<file path="config.mk">
export PLATFORM = sky130hd
export DESIGN_NAME = pifo_pop_collector
export DESIGN_NICKNAME = d
export VERILOG_FILES = /design/src/rtl/pifo_pkg.sv /design/src/rtl/pop_result_fifo.sv /design/src/rtl/pifo_pop_collector.sv
export SDC_FILE = /design/constraint.sdc
export NUM_CORES = 1
export LEC_CHECK = 0
export CAP_MARGIN = 5
export CORE_MARGIN = 2
export CORE_UTILIZATION = 50
export CTS_CLUSTER_SIZE = 20
export DETAILED_ROUTE_END_ITERATION = 12
export PLACE_DENSITY_LB_ADDON = 0.3
export RECOVER_POWER = 100
export SETUP_SLACK_MARGIN = 0.4
export SLEW_MARGIN = 20
export SYNTH_ARGS = -nofsm -noshare
export SYNTH_HDL_FRONTEND = slang
export SYNTH_SLANG_ARGS = --single-unit
</file>
<file path="constraint.sdc">
create_clock -name i_clk -period 13.2 [get_ports i_clk]
set_clock_uncertainty 0.15 [all_clocks]
set_input_delay 2.64 -clock i_clk [delete_from_list [all_inputs] [get_ports i_clk]]
set_output_delay 2.64 -clock i_clk [all_outputs]
set_load 0.01 [all_outputs]
</file>
<file path="src/rtl/pifo_pkg.sv">
// Shared pop-result types and constants for the vPIFO egress and TaskDistribute logic.
// These widths are fixed here. The lane count, buffer depth and counter width stay per-instance.
package pifo_pkg;

  localparam int unsigned PTW           = 16;
  localparam int unsigned MTW           = 0;
  localparam int unsigned DW            = MTW + PTW;
  localparam int unsigned TREE_NUM      = 4;
  localparam int unsigned TREE_NUM_BITS = (TREE_NUM > 1) ? $clog2(TREE_NUM) : 1;

  // A PIFO reports "nothing to pop" by returning an all-ones payload.
  localparam logic [PTW-1:0] EMPTY_DATA = '1;

  typedef struct packed {
    logic [TREE_NUM_BITS-1:0] tree_id;
    logic [DW-1:0]            data;
  } pop_result_t;

  function automatic logic is_empty_marker(input logic [DW-1:0] d);
    return d[PTW-1:0] == EMPTY_DATA;
  endfunction

endpackage

</file>
<file path="src/rtl/pop_result_fifo.sv">
// Per-lane synchronous FIFO of pop results. A push is accepted while the FIFO is full
// if a pop occurs in the same cycle. The head is read straight from registered storage.
module pop_result_fifo
  import pifo_pkg::*;
#(
  parameter int unsigned DEPTH = 4
) (
  input  logic        clk,
  input  logic        rst,
  input  logic        push,
  input  pop_result_t wdata,
  input  logic        pop,
  output pop_result_t head,
  output logic        full,
  output logic        empty
);

  localparam int unsigned AW = $clog2(DEPTH);
  localparam logic [AW:0] FULL_CNT = (AW+1)'(DEPTH);

  pop_result_t   mem_q [DEPTH];
  pop_result_t   mem_d [DEPTH];
  logic [AW-1:0] wr_ptr_q, wr_ptr_d;
  logic [AW-1:0] rd_ptr_q, rd_ptr_d;
  logic [AW:0]   count_q, count_d;
  logic          wr_en, rd_en;

  assign full  = (count_q == FULL_CNT);
  assign empty = (count_q == '0);
  assign head  = mem_q[rd_ptr_q];
  assign rd_en = pop && !empty;
  assign wr_en = push && (!full || rd_en);

  always_comb begin
    mem_d    = mem_q;
    wr_ptr_d = wr_ptr_q;
    rd_ptr_d = rd_ptr_q;
    count_d  = count_q;
    if (wr_en) begin
      mem_d[wr_ptr_q] = wdata;
      wr_ptr_d        = wr_ptr_q + 1'b1;
    end
    if (rd_en) begin
      rd_ptr_d = rd_ptr_q + 1'b1;
    end
    case ({wr_en, rd_en})
      2'b10:   count_d = count_q + 1'b1;
      2'b01:   count_d = count_q - 1'b1;
      default: count_d = count_q;
    endcase
  end

  always_ff @(posedge clk or posedge rst) begin
    if (rst) begin
      for (int unsigned i = 0; i < DEPTH; i++) begin
        mem_q[i] <= '0;
      end
      wr_ptr_q <= '0;
      rd_ptr_q <= '0;
      count_q  <= '0;
    end else begin
      mem_q    <= mem_d;
      wr_ptr_q <= wr_ptr_d;
      rd_ptr_q <= rd_ptr_d;
      count_q  <= count_d;
    end
  end

endmodule

</file>
<file path="src/rtl/pifo_pop_collector.sv">
// Collects level-0 pop results from every RPU lane and merges them round-robin into one egress stream.
// Build option POP_EMPTY_FILTER_EN: all-ones payloads (PIFO empty markers) are not captured.
module pifo_pop_collector
  import pifo_pkg::*;
#(
  parameter int unsigned LEVEL     = 4,
  parameter int unsigned RES_DEPTH = 4,
  parameter int unsigned CNT_W     = 8
) (
  input  logic                           i_clk,
  input  logic                           i_arst,
  input  logic [LEVEL-1:0]               i_pop_valid,
  input  logic [LEVEL*TREE_NUM_BITS-1:0] i_tree_id,
  input  logic [LEVEL*DW-1:0]            i_pop_data,
  output logic                           o_valid,
  input  logic                           i_ready,
  output logic [TREE_NUM_BITS-1:0]       o_tree_id,
  output logic [DW-1:0]                  o_data,
  output logic [$clog2(LEVEL)-1:0]       o_lane,
  output logic [LEVEL-1:0]               o_lane_full,
  output logic [CNT_W-1:0]               o_drop_cnt,
  output logic                           o_drop_err
);

  localparam int unsigned LW = $clog2(LEVEL);
  localparam int unsigned SW = CNT_W + LW + 1;

  typedef enum logic {ARB_FREE, ARB_HOLD} arb_state_e;

  pop_result_t      head [LEVEL];
  logic [LEVEL-1:0] full, empty, push, pop, drop;

  for (genvar k = 0; k < LEVEL; k++) begin : g_lane
    pop_result_t wr;
    logic        keep;

    assign wr.tree_id = i_tree_id[k*TREE_NUM_BITS +: TREE_NUM_BITS];
    assign wr.data    = i_pop_data[k*DW +: DW];
`ifdef POP_EMPTY_FILTER_EN
    assign keep = !is_empty_marker(wr.data);
`else
    assign keep = 1'b1;
`endif
    assign push[k] = i_pop_valid[k] && keep;
    assign drop[k] = push[k] && full[k] && !pop[k];

    pop_result_fifo #(.DEPTH(RES_DEPTH)) u_fifo (
      .clk   (i_clk),
      .rst   (i_arst),
      .push  (push[k]),
      .wdata (wr),
      .pop   (pop[k]),
      .head  (head[k]),
      .full  (full[k]),
      .empty (empty[k])
    );
  end

  arb_state_e     state_q, state_d;
  logic [LW-1:0]  rr_ptr_q, rr_ptr_d;
  logic [LW-1:0]  grant_q, grant_d;
  logic [LW-1:0]  grant, idx;
  logic           found, valid, hs;
  logic [CNT_W-1:0] drop_cnt_q, drop_cnt_d;
  logic           drop_err_q, drop_err_d;
  logic [LW:0]    n_drop;
  logic [SW-1:0]  drop_sum;

  // A stalled grant is replayed from grant_q so a newly filled lane ahead of it cannot steal the slot.
  always_comb begin
    found = 1'b0;
    grant = rr_ptr_q;
    idx   = '0;
    for (int unsigned i = 0; i < LEVEL; i++) begin
      idx = rr_ptr_q + LW'(i);
      if (!found && !empty[idx]) begin
        found = 1'b1;
        grant = idx;
      end
    end
    if (state_q == ARB_HOLD) begin
      grant = grant_q;
    end
  end

  assign valid = !(&empty);
  assign hs    = valid && i_ready;
  assign pop   = {{(LEVEL-1){1'b0}}, hs} << grant;

  always_comb begin
    state_d  = ARB_FREE;
    grant_d  = grant_q;
    rr_ptr_d = rr_ptr_q;
    if (valid && !i_ready) begin
      state_d = ARB_HOLD;
      grant_d = grant;
    end
    if (hs) begin
      rr_ptr_d = grant + 1'b1;
    end
  end

  always_comb begin
    n_drop = '0;
    for (int unsigned k = 0; k < LEVEL; k++) begin
      n_drop = n_drop + (LW+1)'(drop[k]);
    end
    drop_sum   = SW'(drop_cnt_q) + SW'(n_drop);
    drop_cnt_d = (drop_sum > SW'({CNT_W{1'b1}})) ? '1 : drop_sum[CNT_W-1:0];
    drop_err_d = drop_err_q | (|drop);
  end

  always_ff @(posedge i_clk or posedge i_arst) begin
    if (i_arst) begin
      state_q    <= ARB_FREE;
      rr_ptr_q   <= '0;
      grant_q    <= '0;
      drop_cnt_q <= '0;
      drop_err_q <= 1'b0;
    end else begin
      state_q    <= state_d;
      rr_ptr_q   <= rr_ptr_d;
      grant_q    <= grant_d;
      drop_cnt_q <= drop_cnt_d;
      drop_err_q <= drop_err_d;
    end
  end

  assign o_valid     = valid;
  assign o_tree_id   = valid ? head[grant].tree_id : '0;
  assign o_data      = valid ? head[grant].data : '0;
  assign o_lane      = valid ? grant : '0;
  assign o_lane_full = full;
  assign o_drop_cnt  = drop_cnt_q;
  assign o_drop_err  = drop_err_q;

endmodule

</file>
# Yosys cells after proc, flatten, opt, wreduce, memory -nomap -nowiden
# Index checks and enable logic that the tools add are counted.
# totals
register_bits,330
output_inout_bits,34
# op_classes
n_addsub,24
magnitude_cmp,18
eq_ne,12
shift,1
n_mux,51
n_bitwise,10
n_reduce_logical,58
# op_table
cell,count
72-bit bitwise mux,4
18-bit two-way mux,14
18-bit binary-select mux with 2-bit select,5
18-bit demux with 2-bit select,4
3-bit >= comparator (second input constant),9
2-bit inverter with 3-bit output,9
1-bit logical AND,25
3-bit case mux with 2 select lines,4
2-bit by 1-bit adder with 2-bit output (second input constant),10
1-bit logical NOT,19
16-bit two-way mux,1
3-bit by 1-bit adder with 3-bit output (second input constant),4
3-bit equality test (second input constant),4
3-bit logical NOT,4
2-bit by 3-bit < comparator with 1-bit output (second input constant),4
3-bit by 1-bit < comparator with 1-bit output (second input constant),4
2-bit two-way mux,6
3-bit by 1-bit subtractor with 3-bit output (second input constant),4
8-bit by 3-bit adder with 9-bit output,1
9-bit by 8-bit > comparator with 1-bit output (second input constant),1
1-bit binary-select mux with 2-bit select,4
2-bit by 1-bit equality test with 1-bit output (second input constant),4
2-bit equality test (second input constant),4
1-bit two-way mux,8
11 further kinds,18

# Depth between registers and ports, before layout
# logic_depth
word_depth,22
depth_mapped,16

# Modules after synthesis
# A second synthesis with hierarchy kept.
# unflattened
hier_cells,1019
area_unflattened_um2,15657.5
# by_module_without_submodules
module,instances,cells_each,area_per_inst_um2
pop_result_fifo,4,212,3532.1
pifo_pop_collector,1,171,1529.0

# Worst setup path after synthesis
# No wires, ideal clock.
# synth_path
path_type,in2reg
start,input port i_ready
end,register drop_cnt_q[3] (netlist: o_drop_cnt[3])
setup_time_ps,134
arrival_time_ps,5011
path_slack_ps,7905
cell_stages,12
path_buffers,1
cell_sequence,and2_4 buf_6 o311ai_4 nor2_1 or3_1 fa_1 fa_1 inv_1 fa_1 and2_1 nand3_1 o21ai_0
# synth_via
elab_chain_len,10
# synth_lines
item,line_no,source
"start, declared",pifo_pop_collector.sv:16,"input logic i_ready,"
1-bit logical AND (*),pifo_pop_collector.sv:87,assign hs = valid && i_ready;
1-bit by 2-bit left shift with 4-bit output (*),pifo_pop_collector.sv:88,"assign pop = {{(LEVEL-1){1'b0}}, hs} << grant;"
1-bit logical NOT,pifo_pop_collector.sv:45,assign drop[k] = push[k] && full[k] && !pop[k];
1-bit logical AND,pifo_pop_collector.sv:45,
1-bit by 1-bit adder with 2-bit output,pifo_pop_collector.sv:106,n_drop = n_drop + (LW+1)'(drop[k]);
2-bit by 1-bit adder with 3-bit output,pifo_pop_collector.sv:106,
3-bit by 1-bit adder with 3-bit output (*),pifo_pop_collector.sv:106,
8-bit by 3-bit adder with 9-bit output (*),pifo_pop_collector.sv:108,drop_sum = SW'(drop_cnt_q) + SW'(n_drop);
9-bit by 8-bit > comparator with 1-bit output,pifo_pop_collector.sv:109,drop_cnt_d = (drop_sum > SW'({CNT_W{1'b1}})) ? '1 : drop_sum[CNT_W-1:0];
8-bit two-way mux (*),pifo_pop_collector.sv:109,
via drop_cnt_d[3],pifo_pop_collector.sv:64,"logic [CNT_W-1:0] drop_cnt_q, drop_cnt_d;"
"end signal, assigned",pifo_pop_collector.sv:124,drop_cnt_q <= drop_cnt_d;
"end, declared",pifo_pop_collector.sv:64,
# Mark *: on every way through the listed nets, which the timed path passes. The rest lies on a longest branch.
# A chain may end at the register's enable or synchronous reset.

# Worst setup path in the final report
# layout_path
start,register g_lane[2].u_fifo.count_q[0]
end,output port o_data[14]
# layout_via
elab_chain_len,18
# layout_lines
item,line_no,source
"start, declared",pop_result_fifo.sv:25,"logic [AW:0] count_q, count_d;"
"start signal, assigned",pop_result_fifo.sv:65,count_q <= count_d;
3-bit logical NOT (*),pop_result_fifo.sv:29,assign empty = (count_q == '0);
1-bit binary-select mux with 2-bit select,pifo_pop_collector.sv:76,if (!found && !empty[idx]) begin
1-bit two-way mux (not written as such),pifo_pop_collector.sv:76,
1-bit logical NOT,pifo_pop_collector.sv:76,
1-bit logical AND,pifo_pop_collector.sv:76,
1-bit two-way mux,pifo_pop_collector.sv:76,
1-bit logical NOT,pifo_pop_collector.sv:76,
1-bit logical AND,pifo_pop_collector.sv:76,
1-bit two-way mux,pifo_pop_collector.sv:76,
1-bit logical NOT,pifo_pop_collector.sv:76,
1-bit logical AND,pifo_pop_collector.sv:76,
2-bit two-way mux,pifo_pop_collector.sv:76,
2-bit two-way mux,pifo_pop_collector.sv:81,if (state_q == ARB_HOLD) begin
2-bit inverter with 3-bit output (not written as such),pifo_pop_collector.sv:131,assign o_data = valid ? head[grant].data : '0;
18-bit binary-select mux with 2-bit select,pifo_pop_collector.sv:131,
18-bit two-way mux (not written as such) (2 in series),pifo_pop_collector.sv:131,
16-bit two-way mux (*),pifo_pop_collector.sv:131,
"end, declared",pifo_pop_collector.sv:18,"output logic [DW-1:0] o_data,"
# Every way passes the cells marked *; elsewhere a longest branch is shown, timed or not. The select of a mux whose other input is x is not followed.

==> reports/metrics.csv <==
stage,metric,value,unit
status,status,finished with violations,
status,violations,"capacitance limit, slew limit",
cts,cts-root-buf,clkbuf_16,
pwr,clkPwrFrac,20.0,%
finish,antenna_cells,0,
sta,drv_slew,253,
pwr,finalPower,4.98,mW
logic_synthesis,synthArstFlopShare,100,%
logic_synthesis,synth_area_per_cell,15.8,µm²
finish,mostFrequentLayoutCells,"330 x dfrtp_1, 172 x mux2_2, 116 x mux2_1",
floorplanning,die_h,183,µm
pwr,ir_drop,206,µV
logic_synthesis,ys_ff_latch,330,
cts,clkTransAtPathRegs,0.06,ns
pwr,p_sw,1.69,mW
sta,holdWs,0.330,ns
finish,area_growth,12.1,%
finish,drive_above_1_share,27.3,%
global_route,grt_pass1_wl,55300,µm
pwr,p_leak,7.65,nW
hold_path,hp-class,reg2reg,
sta,finalSetupViolCount,0,
logic_synthesis,synthCells,1013,
critical_path,arrival,6.69,ns
sta,finalHoldViolCount,0,
pwr,power_per_cell_area,277,mW/mm²
cts,post-cts-setup-buffers,0,
finish,postLayoutCoreUtil,56.9,%
global_route,grt_max_degree,121,
sta,worst_slew_pin_slew,5.32,ns
logic_synthesis,synth_edf_count,0,
detailed_routing,first_pass_iters,4,
placement,place_congestion,0.857,
placement,post-dp-hpwl,23200,µm
sta,setup_tns,0,ns
floorplanning,coreArea,0.0316,mm²
finish,ff_latch_area,0.00826,mm²
detailed_routing,drc,0,
logic_synthesis,synth-seq-area-share,51.5,%
sta,fin_ws,3.72,ns
detailed_routing,num_vias,8790,
critical_path,critPathKind,reg2out,
cts,htree_num_levels,2,
placement,numPortBuffers,112,
cts,cts_buffers,36,
critical_path,end_kind,primary output,
critical_path,cp.required,10.41,ns
floorplanning,dieArea,0.0335,mm²
global_route,grt_pass1_vias,9572,
logic_synthesis,yosysWarnings,0,
detailed_routing,dr.first_iter.drc_count,497,
detailed_routing,vias_per_cell,5.68,
detailed_routing,avgRoutedWirePerCell,22.2,µm
cts,cts_resized,0,
critical_path,startpoint_type,flip-flop,
finish,multi_input_area,0.00671,mm²
sta,fin_crit_sh,71.8,%
finish,stdcell_count,1547,
floorplanning,start_util,50.8,%
sta,fin_crit,9.48,ns
logic_synthesis,synth_area,0.0160,mm²
cts,cts_tree,done,
cts,holdBufCountCts,0,
cts,clock_latency,0.51,ns
floorplanning,row_count,65,
global_route,grtUsageTotal,21.5,%
logic_synthesis,synth_cell_type_count,50,
cts,cts.sinks,330,
detailed_routing,wirelength,34300,µm
global_route,globalRoute.totalOverflow,0,
placement,place_area,0.0174,mm²
placement,place_ws,6.73,ns
pwr,p_seq_share,37.4,%
critical_path,crit_fanout,32,
placement,place_inst,1486,
detailed_routing,ant_nets,0,
logic_synthesis,synth_nets,1120,
critical_path,reg2reg_slack,5.15,ns
pwr,p_int,3.29,mW
pwr,sw_frac_of_total,33.9,%
sta,slew_headroom,-257,%
sta,fmax,106,MHz
sta,rsz0062_at_grt,false,
cts,clockBufferDepth,3,
finish,fillers,2604,
floorplanning,dieWidth,183,µm
finish,design_area,0.0180,mm²
global_route,antenna_found_initial,3,
floorplanning,io_pins,113,
finish,final_common_cell,dfrtp_1,
pwr,comb_power_share,42.6,%
logic_synthesis,ys.flop_type,dfrtp_1,
finish,nets,1229,
job,drv_cap,8,
==> power by group through the flow <==
stage / sequential, mW / combinational, mW / clock, mW
floorplan: 1.74 / 1.81 / 0
global placement: 1.86 / 2.37 / 0
detailed placement: 1.88 / 2.39 / 0
CTS: 1.87 / 2.41 / 1.02
global route: 1.94 / 2.28 / 1.07
finish: 1.86 / 2.12 / 0.995
==> cell usage after synthesis, types with 4 or more instances <==
cell type	number	share of area, %
and3_1	6	0.23
buf_2	9	0.28
buf_4	4	0.19
buf_6	17	1.2
clkbuf_1	20	0.47
dfrtp_1	330	52
fa_1	7	0.87
ha_1	21	1.6
inv_1	34	0.80
mux2_2	172	12
mux2_4	120	11
mux2i_1	41	2.6
mux4_2	72	10
nand2_1	30	0.70
nand2_4	8	0.56
nand3_1	5	0.16
nor2_1	14	0.33
nor2_2	4	0.16
o21ai_0	5	0.16
o22ai_1	19	0.74
or3_1	4	0.16
xnor2_1	15	0.82
xor2_1	13	0.71
==> registers in the layout, summed over array words and instances, names as in the netlist <==
register	count
g_lane.u_fifo.count_q	12
g_lane.u_fifo.mem_q	288
g_lane.u_fifo.rd_ptr_q	8
g_lane.u_fifo.wr_ptr_q	8
grant_q	2
o_drop_cnt	8
o_drop_err	1
rr_ptr_q	2
state_q	1
==> worst max-delay path: stages, from the launching register on <==
cell,delay [ns]
dfrtp_1,0.43
nor3_1,0.50
o22ai_1,0.17
o2bb2ai_1,0.18
o31ai_1,1.95
clkbuf_1,1.69
mux2i_1,0.24
o22ai_1,0.35
dlygate4sd3_1,0.66
==> kinds of logic (layout without fill, tap and decap cells) <==
logic type	after synthesis	in the layout	share of synthesized area, %
AOI/OAI and AO/OA	45	45	2.37
adders and majority gates	28	28	2.51
xor gates and xnor gates	28	28	1.53
DFF	330	330	51.5
and+or+nand+nor	90	90	3.08
buffers and inverters	87	219	3.00
muxes	405	405	36.0
==> metal layers <==
metal,routed length [µm],track usage [%],share of wire [%],vias up
met5,40,0,0.12,-
met4,736,5.60,2.1,6
met3,2090,5.12,6.1,52
met2,15700,33.2,46,191
met1,15800,30.8,46,4622
li1,-,-,-,3919
==> path summary, 6_finish.rpt <==
kind                            cells after the start                    endpoint                         from
worst max-delay path                                8                  o_data[14]  g_lane[2].u_fifo.count_q[0]
worst min-delay path                                1  g_lane[1].u_fifo.mem_q[41]   g_lane[1].u_fifo.mem_q[41]
worst max register to register                      8  g_lane[3].u_fifo.mem_q[12]  g_lane[2].u_fifo.count_q[0]
worst min register to register                      1  g_lane[1].u_fifo.mem_q[41]   g_lane[1].u_fifo.mem_q[41]
max in group asynchronous                           3  g_lane[1].u_fifo.mem_q[49]                       i_arst
min in group asynchronous                           2   g_lane[2].u_fifo.mem_q[4]                       i_arst
==> cell type report <==
cell class / instances / area share [%]
flip-flops and latches: 330 / 46.0
multi-input cells: 596 / 37.4
repair buffers: 124 / 6.64
clock buffers: 51 / 5.89
well taps: 402 / 2.80
inverters: 34 / 0.717
clock inverters: 10 / 0.620
Note: power is estimated with default switching activity, not from simulation.
